$ cat src/rtl/hilo_muldiv_unit.sv
// hilo_muldiv_unit: HI/LO special-register pair with an iterative
// signed/unsigned multiply/divide engine, direct HI/LO writes and a
// combinational HI/LO read port onto the datapath bus.
module hilo_muldiv_unit #(
  parameter int WIDTH = 32
) (
  input  logic             Clock,
  input  logic             Clear,
  input  logic             start,
  input  logic [2:0]       op,
  input  logic             abort,
  input  logic [WIDTH-1:0] a,
  input  logic [WIDTH-1:0] b,
  input  logic             HIout,
  input  logic             LOout,
  output logic [WIDTH-1:0] bus_out,
  output logic [WIDTH-1:0] hi,
  output logic [WIDTH-1:0] lo,
  output logic             busy,
  output logic             done,
  output logic             div_by_zero
);

  localparam int CNT_W = $clog2(WIDTH) + 1;

  typedef enum logic [1:0] {IDLE, RUN, FIX} state_t;

  state_t               state;
  logic [CNT_W-1:0]     count;

  // Engine working registers: acc holds the product accumulator for
  // multiply, or {remainder, quotient/dividend} for divide.
  logic [2*WIDTH-1:0]   acc;
  logic [WIDTH-1:0]     opnd;
  logic                 op_div;
  logic                 neg_q;
  logic                 neg_r;
  logic                 dz_op;

  logic signed [WIDTH-1:0] a_s;
  logic signed [WIDTH-1:0] b_s;
  logic                 a_neg;
  logic                 b_neg;
  logic [WIDTH-1:0]     mag_a;
  logic [WIDTH-1:0]     mag_b;
  logic                 accept;
  logic                 is_arith;

  logic [WIDTH:0]       mul_sum;
  logic [2*WIDTH-1:0]   mul_next;
  logic [WIDTH:0]       div_shift;
  logic [WIDTH:0]       div_diff;
  logic [2*WIDTH-1:0]   div_next;

  logic [2*WIDTH-1:0]   prod;
  logic [WIDTH-1:0]     quo;
  logic [WIDTH-1:0]     rem;
  logic [WIDTH-1:0]     res_hi;
  logic [WIDTH-1:0]     res_lo;

  // Two's-complement negate when n is set; MIN maps onto itself, which
  // is exactly the unsigned magnitude 2^(WIDTH-1) we want to hold.
  function automatic logic [WIDTH-1:0] cond_neg(input logic [WIDTH-1:0] v,
                                                input logic n);
    return n ? (~v + WIDTH'(1)) : v;
  endfunction

  function automatic logic [2*WIDTH-1:0] cond_neg2(input logic [2*WIDTH-1:0] v,
                                                   input logic n);
    return n ? (~v + (2*WIDTH)'(1)) : v;
  endfunction

  assign a_s      = a;
  assign b_s      = b;
  assign a_neg    = !op[0] && (a_s < 0);
  assign b_neg    = !op[0] && (b_s < 0);
  assign mag_a    = cond_neg(a, a_neg);
  assign mag_b    = cond_neg(b, b_neg);
  assign is_arith = !op[2];
  assign accept   = (state == IDLE) && start && !abort;

  // One iteration of shift-add multiply and restoring divide.
  always_comb begin
    mul_sum   = {1'b0, acc[2*WIDTH-1:WIDTH]} + (acc[0] ? {1'b0, opnd} : '0);
    mul_next  = {mul_sum, acc[WIDTH-1:1]};
    div_shift = acc[2*WIDTH-1:WIDTH-1];
    div_diff  = div_shift - {1'b0, opnd};
    if (div_diff[WIDTH])
      div_next = {div_shift[WIDTH-1:0], acc[WIDTH-2:0], 1'b0};
    else
      div_next = {div_diff[WIDTH-1:0], acc[WIDTH-2:0], 1'b1};
  end

  // Sign correction of the finished magnitudes; divide-by-zero forces an
  // all-ones quotient while the remainder path already reproduces a.
  always_comb begin
    prod   = cond_neg2(acc, neg_q);
    quo    = dz_op ? '1 : cond_neg(acc[WIDTH-1:0], neg_q);
    rem    = cond_neg(acc[2*WIDTH-1:WIDTH], neg_r);
    res_hi = op_div ? rem : prod[2*WIDTH-1:WIDTH];
    res_lo = op_div ? quo : prod[WIDTH-1:0];
  end

  // Datapath registers: operand capture on launch, one step per RUN cycle.
  always_ff @(posedge Clock) begin
    if (accept && is_arith) begin
      op_div <= op[1];
      neg_q  <= a_neg ^ b_neg;
      neg_r  <= a_neg;
      dz_op  <= op[1] && (b == '0);
      if (op[1]) begin
        opnd <= mag_b;
        acc  <= {{WIDTH{1'b0}}, mag_a};
      end else begin
        opnd <= mag_a;
        acc  <= {{WIDTH{1'b0}}, mag_b};
      end
    end else if (state == RUN) begin
      acc <= op_div ? div_next : mul_next;
    end
  end

  // Control FSM with registered HI/LO, busy, done and div_by_zero.
  always_ff @(posedge Clock or negedge Clear) begin
    if (!Clear) begin
      state       <= IDLE;
      count       <= '0;
      busy        <= 1'b0;
      done        <= 1'b0;
      hi          <= '0;
      lo          <= '0;
      div_by_zero <= 1'b0;
    end else begin
      done <= 1'b0;
      case (state)
        IDLE: begin
          if (accept) begin
            if (is_arith) begin
              state       <= RUN;
              busy        <= 1'b1;
              count       <= '0;
              div_by_zero <= 1'b0;
            end else if (op == 3'b100) begin
              hi          <= a;
              div_by_zero <= 1'b0;
            end else if (op == 3'b101) begin
              lo          <= a;
              div_by_zero <= 1'b0;
            end
          end
        end
        RUN: begin
          if (abort) begin
            state <= IDLE;
            busy  <= 1'b0;
          end else begin
            count <= count + CNT_W'(1);
            if (count == CNT_W'(WIDTH - 1))
              state <= FIX;
          end
        end
        FIX: begin
          state <= IDLE;
          busy  <= 1'b0;
          if (!abort) begin
            hi   <= res_hi;
            lo   <= res_lo;
            done <= 1'b1;
            if (op_div)
              div_by_zero <= dz_op;
          end
        end
        default: begin
          state <= IDLE;
          busy  <= 1'b0;
        end
      endcase
    end
  end

  // Bus read port: HI has priority over LO.
  always_comb begin
    bus_out = '0;
    if (HIout)
      bus_out = hi;
    else if (LOout)
      bus_out = lo;
  end

endmodule

$ cat config.mk
export PLATFORM = sky130hd
export DESIGN_NAME = hilo_muldiv_unit
export DESIGN_NICKNAME = d
export VERILOG_FILES = /design/src/rtl/hilo_muldiv_unit.sv
export SDC_FILE = /design/constraint.sdc
export NUM_CORES = 1
export LEC_CHECK = 0
export ABC_CLOCK_PERIOD_IN_PS = 5800
export CORE_MARGIN = 1.5
export CORE_UTILIZATION = 41
export CTS_BUF_LIST = sky130_fd_sc_hd__clkbuf_8
export CTS_CLUSTER_DIAMETER = 60
export DETAILED_ROUTE_END_ITERATION = 7
export PLACE_DENSITY = 0.73
export REMOVE_ABC_BUFFERS = 1
export SYNTH_ARGS = -nofsm -noshare
export SYNTH_HDL_FRONTEND = slang
export SYNTH_SLANG_ARGS = --single-unit
export TNS_END_PERCENT = 1
$ cat constraint.sdc
create_clock -name Clock -period 5.8 [get_ports Clock]
set_clock_uncertainty 0.2 [all_clocks]
set_input_delay 1.74 -clock Clock [delete_from_list [all_inputs] [get_ports Clock]]
set_output_delay 1.74 -clock Clock [all_outputs]
set_load 0.01 [all_outputs]
==> metrics.txt, run 1 <==
outcome completed; # resized after CTS 0; # diodes 0; buffer and inverter count on the worst path 3; fraction of layout cells with a size suffix above 1 under 10%; commonest register cell after synthesis edfxtp_1; worst-skew pair later-pin latency approximately 500 ps; pin count of the biggest net entering global routing 65; port buffer count between 150 and 200; Comb pwr share roughly two fifths; WP data required 3860 ps; final-stage net count 2,050; DR iter-0 viols 1,558; vias per cell just over 6; first-pass GRT wire length around 78,000 µm; vias 14,452; Worst Setup Slack post-DPL ~520 ps; Area Growth Syn to Fin 17.3%; CP cell instances clkdlybuf4s50_1 -> nor2b_2 -> buf_4 -> a22o_1 -> clkdlybuf4s50_1; area of the multi-input gates 0.00956 mm²; crit path capture type output pin; Pre-antenna DRT Iters 6; CTS clk-pin slew, worst paths approximately 90 ps; Slowest-stage cell, CP clkdlybuf4s50_1; WL/cell ~21 µm; Hold Fails Final Rpt 0; Slew Limit Fails 0; delay of the slowest cell on the worst path ~540 ps; clock share of power between 10% and 20%; setup bufs post-CTS 0; root buf cell clkbuf_8; Yosys Warn Count 0; Avg Inst Size Synth around 8.4 µm²; DIE AREA roughly 0.038 mm²; Net Sw Frac between 30% and 40%; I/O pins approximately 170; post-cts hold buffer count 0; fmax about 190 MHz; Sw Pwr 1.62 mW; P_leak about 7 nW; final wirelength roughly 50,000 µm; FP Rows 69; EDFF count, synth 100; Die Wd about 200 µm; sequential area share after synthesis roughly a third; CP Max Fanout 14; CTS Buffer Depth 2; Crit Path Category primary input to output pin; power per cell area about 240 mW/mm²; Initial Utilization about two fifths; setup ws final approximately 500 ps; CP Data Arrival Time roughly 3400 ps; H-Tree Depth 4; Startpoint Class primary input; Hold Path Class flip-flop to flip-flop; asr flop ratio synth a little over two fifths; CTS tree yes; Setup TNS 0 ps; vias in the first global route roughly 14,000; initial antenna violation count 0; # clock sinks about 180; synthesized flop and latch total around 180; top layer in use met4; CTS buffer count 17; part of the cycle the worst path needs 91.4%; CP top delay family buffers and inverters; Slew HR 26.3%; global-route usage over all layers 26.3%; Remaining Overflow, GRT 0; metal2 WL approximately 23,000 µm; DRT antenna net count 0; Register Area about 0.005 mm²; core area roughly 0.036 mm²; Internal Power about 2.7 mW; unrepaired setup endpoints after global routing false; worst slew pin tran between 1000 and 1500 ps; VDD IR-drop max around 0.15 mV; DRC 0; maxcap violations 0; final setup vio count 0; Crit path top cell by count clkdlybuf4s50_1; Die Ht between 150 and 200 µm; Netlist cell types 73; crit path time final roughly 5300 ps; Post-Syn Instances about 1,800; Post-Syn Area 0.0150 mm²; Met1 Routed Length 21,800 µm; Sequential Power Share roughly 40%; HPWL after DPL 38,600 µm; Filler Cell Count 3,446; Final Wtd Congestion around 0.95; met3 routed wirelength around 3700 µm
path summary, 6_finish.rpt:
kind	startpoint	endpoint	slack [ps]	cells past startpoint
worst min register to register	count[5]$_DFFE_PN0P_	state[1]$_DFFE_PN0P_	300	1
worst min-delay path	count[5]$_DFFE_PN0P_	state[1]$_DFFE_PN0P_	300	1
worst max-delay path	LOout	bus_out[3]	500	5
worst max register to register	acc[0]$_DFFE_PP_	acc[58]$_SDFFCE_PP0P_	1550	13
min in group asynchronous	Clear	lo[25]$_DFFE_PN0P_	1040	1
max in group asynchronous	Clear	hi[10]$_DFFE_PN0P_	3410	2
power groups by stage:
stage,registers [mW],logic [mW],clock network [mW]
detailed placement,1.77,1.68,0
global route,1.77,1.87,0.874
CTS,1.74,1.70,0.829
global placement,1.77,1.66,0
floorplan,1.74,0.983,0
finish,1.75,1.71,0.831
Yosys cell counts (9+ instances only):
master    instances  area, µm²
a211oi_1         19        143
a21o_1           31        233
a21oi_1         154        771
a22o_1           31        272
a31oi_1          13       81.3
and3_1           16        100
buf_1            13       48.8
clkbuf_1         82        308
dfrtp_1          75       1880
edfxtp_1        100       3000
ha_1             69        863
inv_1            57        214
mux2i_1          84        841
nand2_1         149        559
nand2b_1         18        113
nand3_1          24        120
nand4_1          18        113
nor2_1          177        664
nor2b_1          16        100
nor3_1           42        210
nor4_1           19        119
o211ai_1         17        128
o21a_1           14        105
o21ai_0         153        766
o21bai_1          9       67.6
o22ai_1          43        269
o31ai_1          25        188
o41ai_1          13        114
or3_1            15       93.8
or4_1            12       90.1
xnor2_1          95        832
xor2_1           78        683
area by class of cell:
| cell class | count | share of cell area, % |
|---|---|---|
| clock buffers | 17 | 1.33 |
| repair buffers | 204 | 11.3 |
| flip-flops and latches | 175 | 27.8 |
| inverters | 59 | 1.26 |
| multi-input cells | 1449 | 54.4 |
| well taps | 461 | 3.28 |
| clock inverters | 15 | 0.697 |
per-stage QoR:
stage	total power, mW	instance area (µm²)	hold slack, ps	cells	utilization (%)
after detailed placement	3.45	17200	285	2348	48.2
after global placement	3.43	17200	285	2348	48.2
after floorplan	2.72	14600	254	1683	-
final	4.29	17600	304	2380	49.2
after global routing	4.51	17600	334	2380	49.2
after CTS	4.27	17600	308	2380	49.2
cells by family (layout without fill, tap and decap cells):
| logic type | after synthesis | after routing | share of synthesized area [%] |
|---|---|---|---|
| buf+inv | 160 | 295 | 4.10 |
| xor+xnor | 173 | 173 | 10.1 |
| compound gates | 565 | 565 | 23.6 |
| flops | 175 | 175 | 32.5 |
| mux | 92 | 92 | 6.21 |
| simple gates | 548 | 548 | 17.4 |
| fa+ha+maj | 71 | 71 | 6.03 |
flip-flops by register name, summed over array words and instances, names as in the netlist:
register     flops
acc             64
hi              32
lo              32
opnd            32
count            6
state            2
busy             1
div_by_zero      1
done             1
dz_op            1
neg_q            1
neg_r            1
op_div           1
layer usage:
metal	up-vias	track usage, %
met2	624	42.4
li1	6814	-
met1	6923	35.7
met4	0	10.1
met5	-	0
met3	91	3.50
cell usage in the layout (no fill, tap or decap), drive strengths merged, types with 9 or more instances in the layout:
cell type,count
nor3,42
nand4,18
mux2i,84
nand3,24
a31oi,13
or4,14
o21ai,155
a21oi,154
o22ai,43
xnor2,95
xor2,78
edfxtp,100
nor4,20
nor2b,16
a211oi,19
ha,69
o41ai,15
nand2,150
clkdlybuf4s50,169
clkinv,9
or3,15
and3,16
a21o,31
buf,35
o211ai,17
a22o,31
o31ai,25
nand2b,18
o21a,14
o21bai,9
inv,61
nor2,177
clkbuf,17
dfrtp,75
Note: power is estimated with default switching activity, not from simulation.
==> inputs of run 2 (changes only) <==
- CORE_ASPECT_RATIO: not set -> 0.9
==> metrics.txt, run 2 (same netlist as run 1, synthesis figures left out) <==
Comb pwr share 38.7% (-1.2 points); outcome completed; root buf cell clkbuf_8; P_leak 7.00 nW (+0.31%); WP data required 3860 ps (about the same); initial antenna violation count 1 (+1); CTS tree yes; Register-to-Register Path Depth 12 (-1); I/O pins 172 (unchanged); Hold Fails Final Rpt 0 (unchanged); Die Wd 205 µm (+5.3%); Hold Path Class flip-flop to flip-flop; Sequential Power Share 39.6% (-1.2 points); final wirelength 50,100 µm (-0.63%); CTS clk-pin slew, worst paths 90 ps (about the same); CTS Buffer Depth 2 (unchanged); first-pass GRT wire length 77,200 µm (-1.3%); Final Wtd Congestion 0.993 (+4.3%); Hold Path Cell Cnt 1 (unchanged); vias 14,661 (+1.4%); VDD IR-drop max 0.155 mV (+0.76%); clock share of power 21.7% (+2.3 points); fmax 183 MHz (-3.3%); H-Tree Depth 4 (unchanged); DRC 0 (unchanged); Area Growth Syn to Fin 17.7%; WL/cell 21.0 µm (-1.1%); placed cell count 2,358 (+0.43%); Initial Utilization 41.5% (-0.40 points); Sw Pwr 1.62 mW (+0.32%); most frequent cells in the layout 176 x nor2_1, 169 x clkdlybuf4s50_1, 154 x a21oi_1; CP Max Fanout 31 (+17); part of the cycle the worst path needs 94.5% (+3.1 points); Startpoint Class primary input; vias per cell 6.13 (+0.98%); unrepaired setup endpoints after global routing false; DR iter-0 viols 1,557 (-0.064%); crit path time final 5480 ps (+180 ps); max reg flops 64 (unchanged); DIE AREA 0.0377 mm² (about the same); maxcap violations 0 (unchanged); power per cell area 251 mW/mm² (+2.9%); Slew HR 22.9% (-3.4 points); Crit Path Category primary input to output pin; post-cts hold buffer count 0 (unchanged); final-stage net count 2,045 (-0.24%); Setup TNS 0 ps (unchanged); Remaining Overflow, GRT 0 (unchanged); # resized after CTS 0 (unchanged); total power 4.43 mW (+3.2%); # clock sinks 175 (unchanged); Hold WS 289 ps (-15.3 ps); Internal Power 2.81 mW (+5.0%); commonest non-fill, non-tap cell in the layout nor2_1; DRT antenna net count 0 (unchanged); setup bufs post-CTS 0 (unchanged); core area 0.0361 mm² (+0.97%); DP Area 0.0172 mm² (about the same); vias in the first global route 13,608 (-1.5%); pin count of the biggest net entering global routing 76 (+17%); fraction of layout cells with a size suffix above 1 4.91% (-0.20 points); setup ws final 322 ps (-180 ps); final cell area excluding filler cells 0.0176 mm² (+0.33%); global-route usage over all layers 26.3% (+0.037 points); CTS buffer count 17 (unchanged); Worst Setup Slack post-DPL 335 ps (-181 ps); Non-Filler Instances 2,391 (+0.46%); worst-skew pair later-pin latency 500 ps (about the same); Pre-antenna DRT Iters 6 (unchanged); Most flops, register acc; CP Data Arrival Time 3540 ps (+180 ps); Net Sw Frac 36.7% (-1.1 points); Finished Core Util 48.9% (-0.31 points); port buffer count 171 (unchanged); final setup vio count 0 (unchanged); FP Rows 66 (-4.3%); crit path capture type output pin; Die Ht 184 µm (-5.1%); HPWL after DPL 37,700 µm (-2.3%); worst slew pin tran 1150 ps (+46.4 ps); Slew Limit Fails 0 (unchanged)
## run 2: final timing paths
check                      slack (ps)                  from                     to
max                               320                 HIout            bus_out[19]
min                               290  count[5]$_DFFE_PN0P_   state[1]$_DFFE_PN0P_
max reg2reg                      1440     acc[31]$_DFFE_PP_  acc[49]$_SDFFCE_PP0P_
min reg2reg                       290  count[5]$_DFFE_PN0P_   state[1]$_DFFE_PN0P_
max in group asynchronous        3500                 Clear     hi[10]$_DFFE_PN0P_
min in group asynchronous        1220                 Clear     lo[29]$_DFFE_PN0P_
## run 2: layout make-up
type / instances / area (µm²)
fill: 3332 / 18400
multi-input combinational: 1449 / 9550
sequential: 175 / 4880
timing repair buffer: 199 / 1960
tap: 476 / 596
clock buffer: 17 / 234
inverter: 59 / 221
clock inverter: 15 / 191
antenna: 1 / 2.50
## run 2: power groups by stage
stage	registers (mW)	logic, mW	clock network (mW)
after detailed placement	1.77	1.68	0
after floorplan	1.74	0.983	0
final	1.75	1.71	0.962
after CTS	1.75	1.70	0.959
after global routing	1.77	1.87	1.01
after global placement	1.77	1.65	0
## run 2: per-layer routing
layer,vias to the layer above,part of all wire [%],track usage (%)
met2,803,44,40.5
li1,6800,-,-
met4,0,4.0,11.8
met1,6936,42,36.7
met5,-,0,0
met3,122,9.6,3.39
## run 2: worst max-delay path: stages
cell and delay, ps:
clkdlybuf4s50_1 590, nor2b_2 230, buf_12 230, a22o_1 170, clkdlybuf4s50_1 560
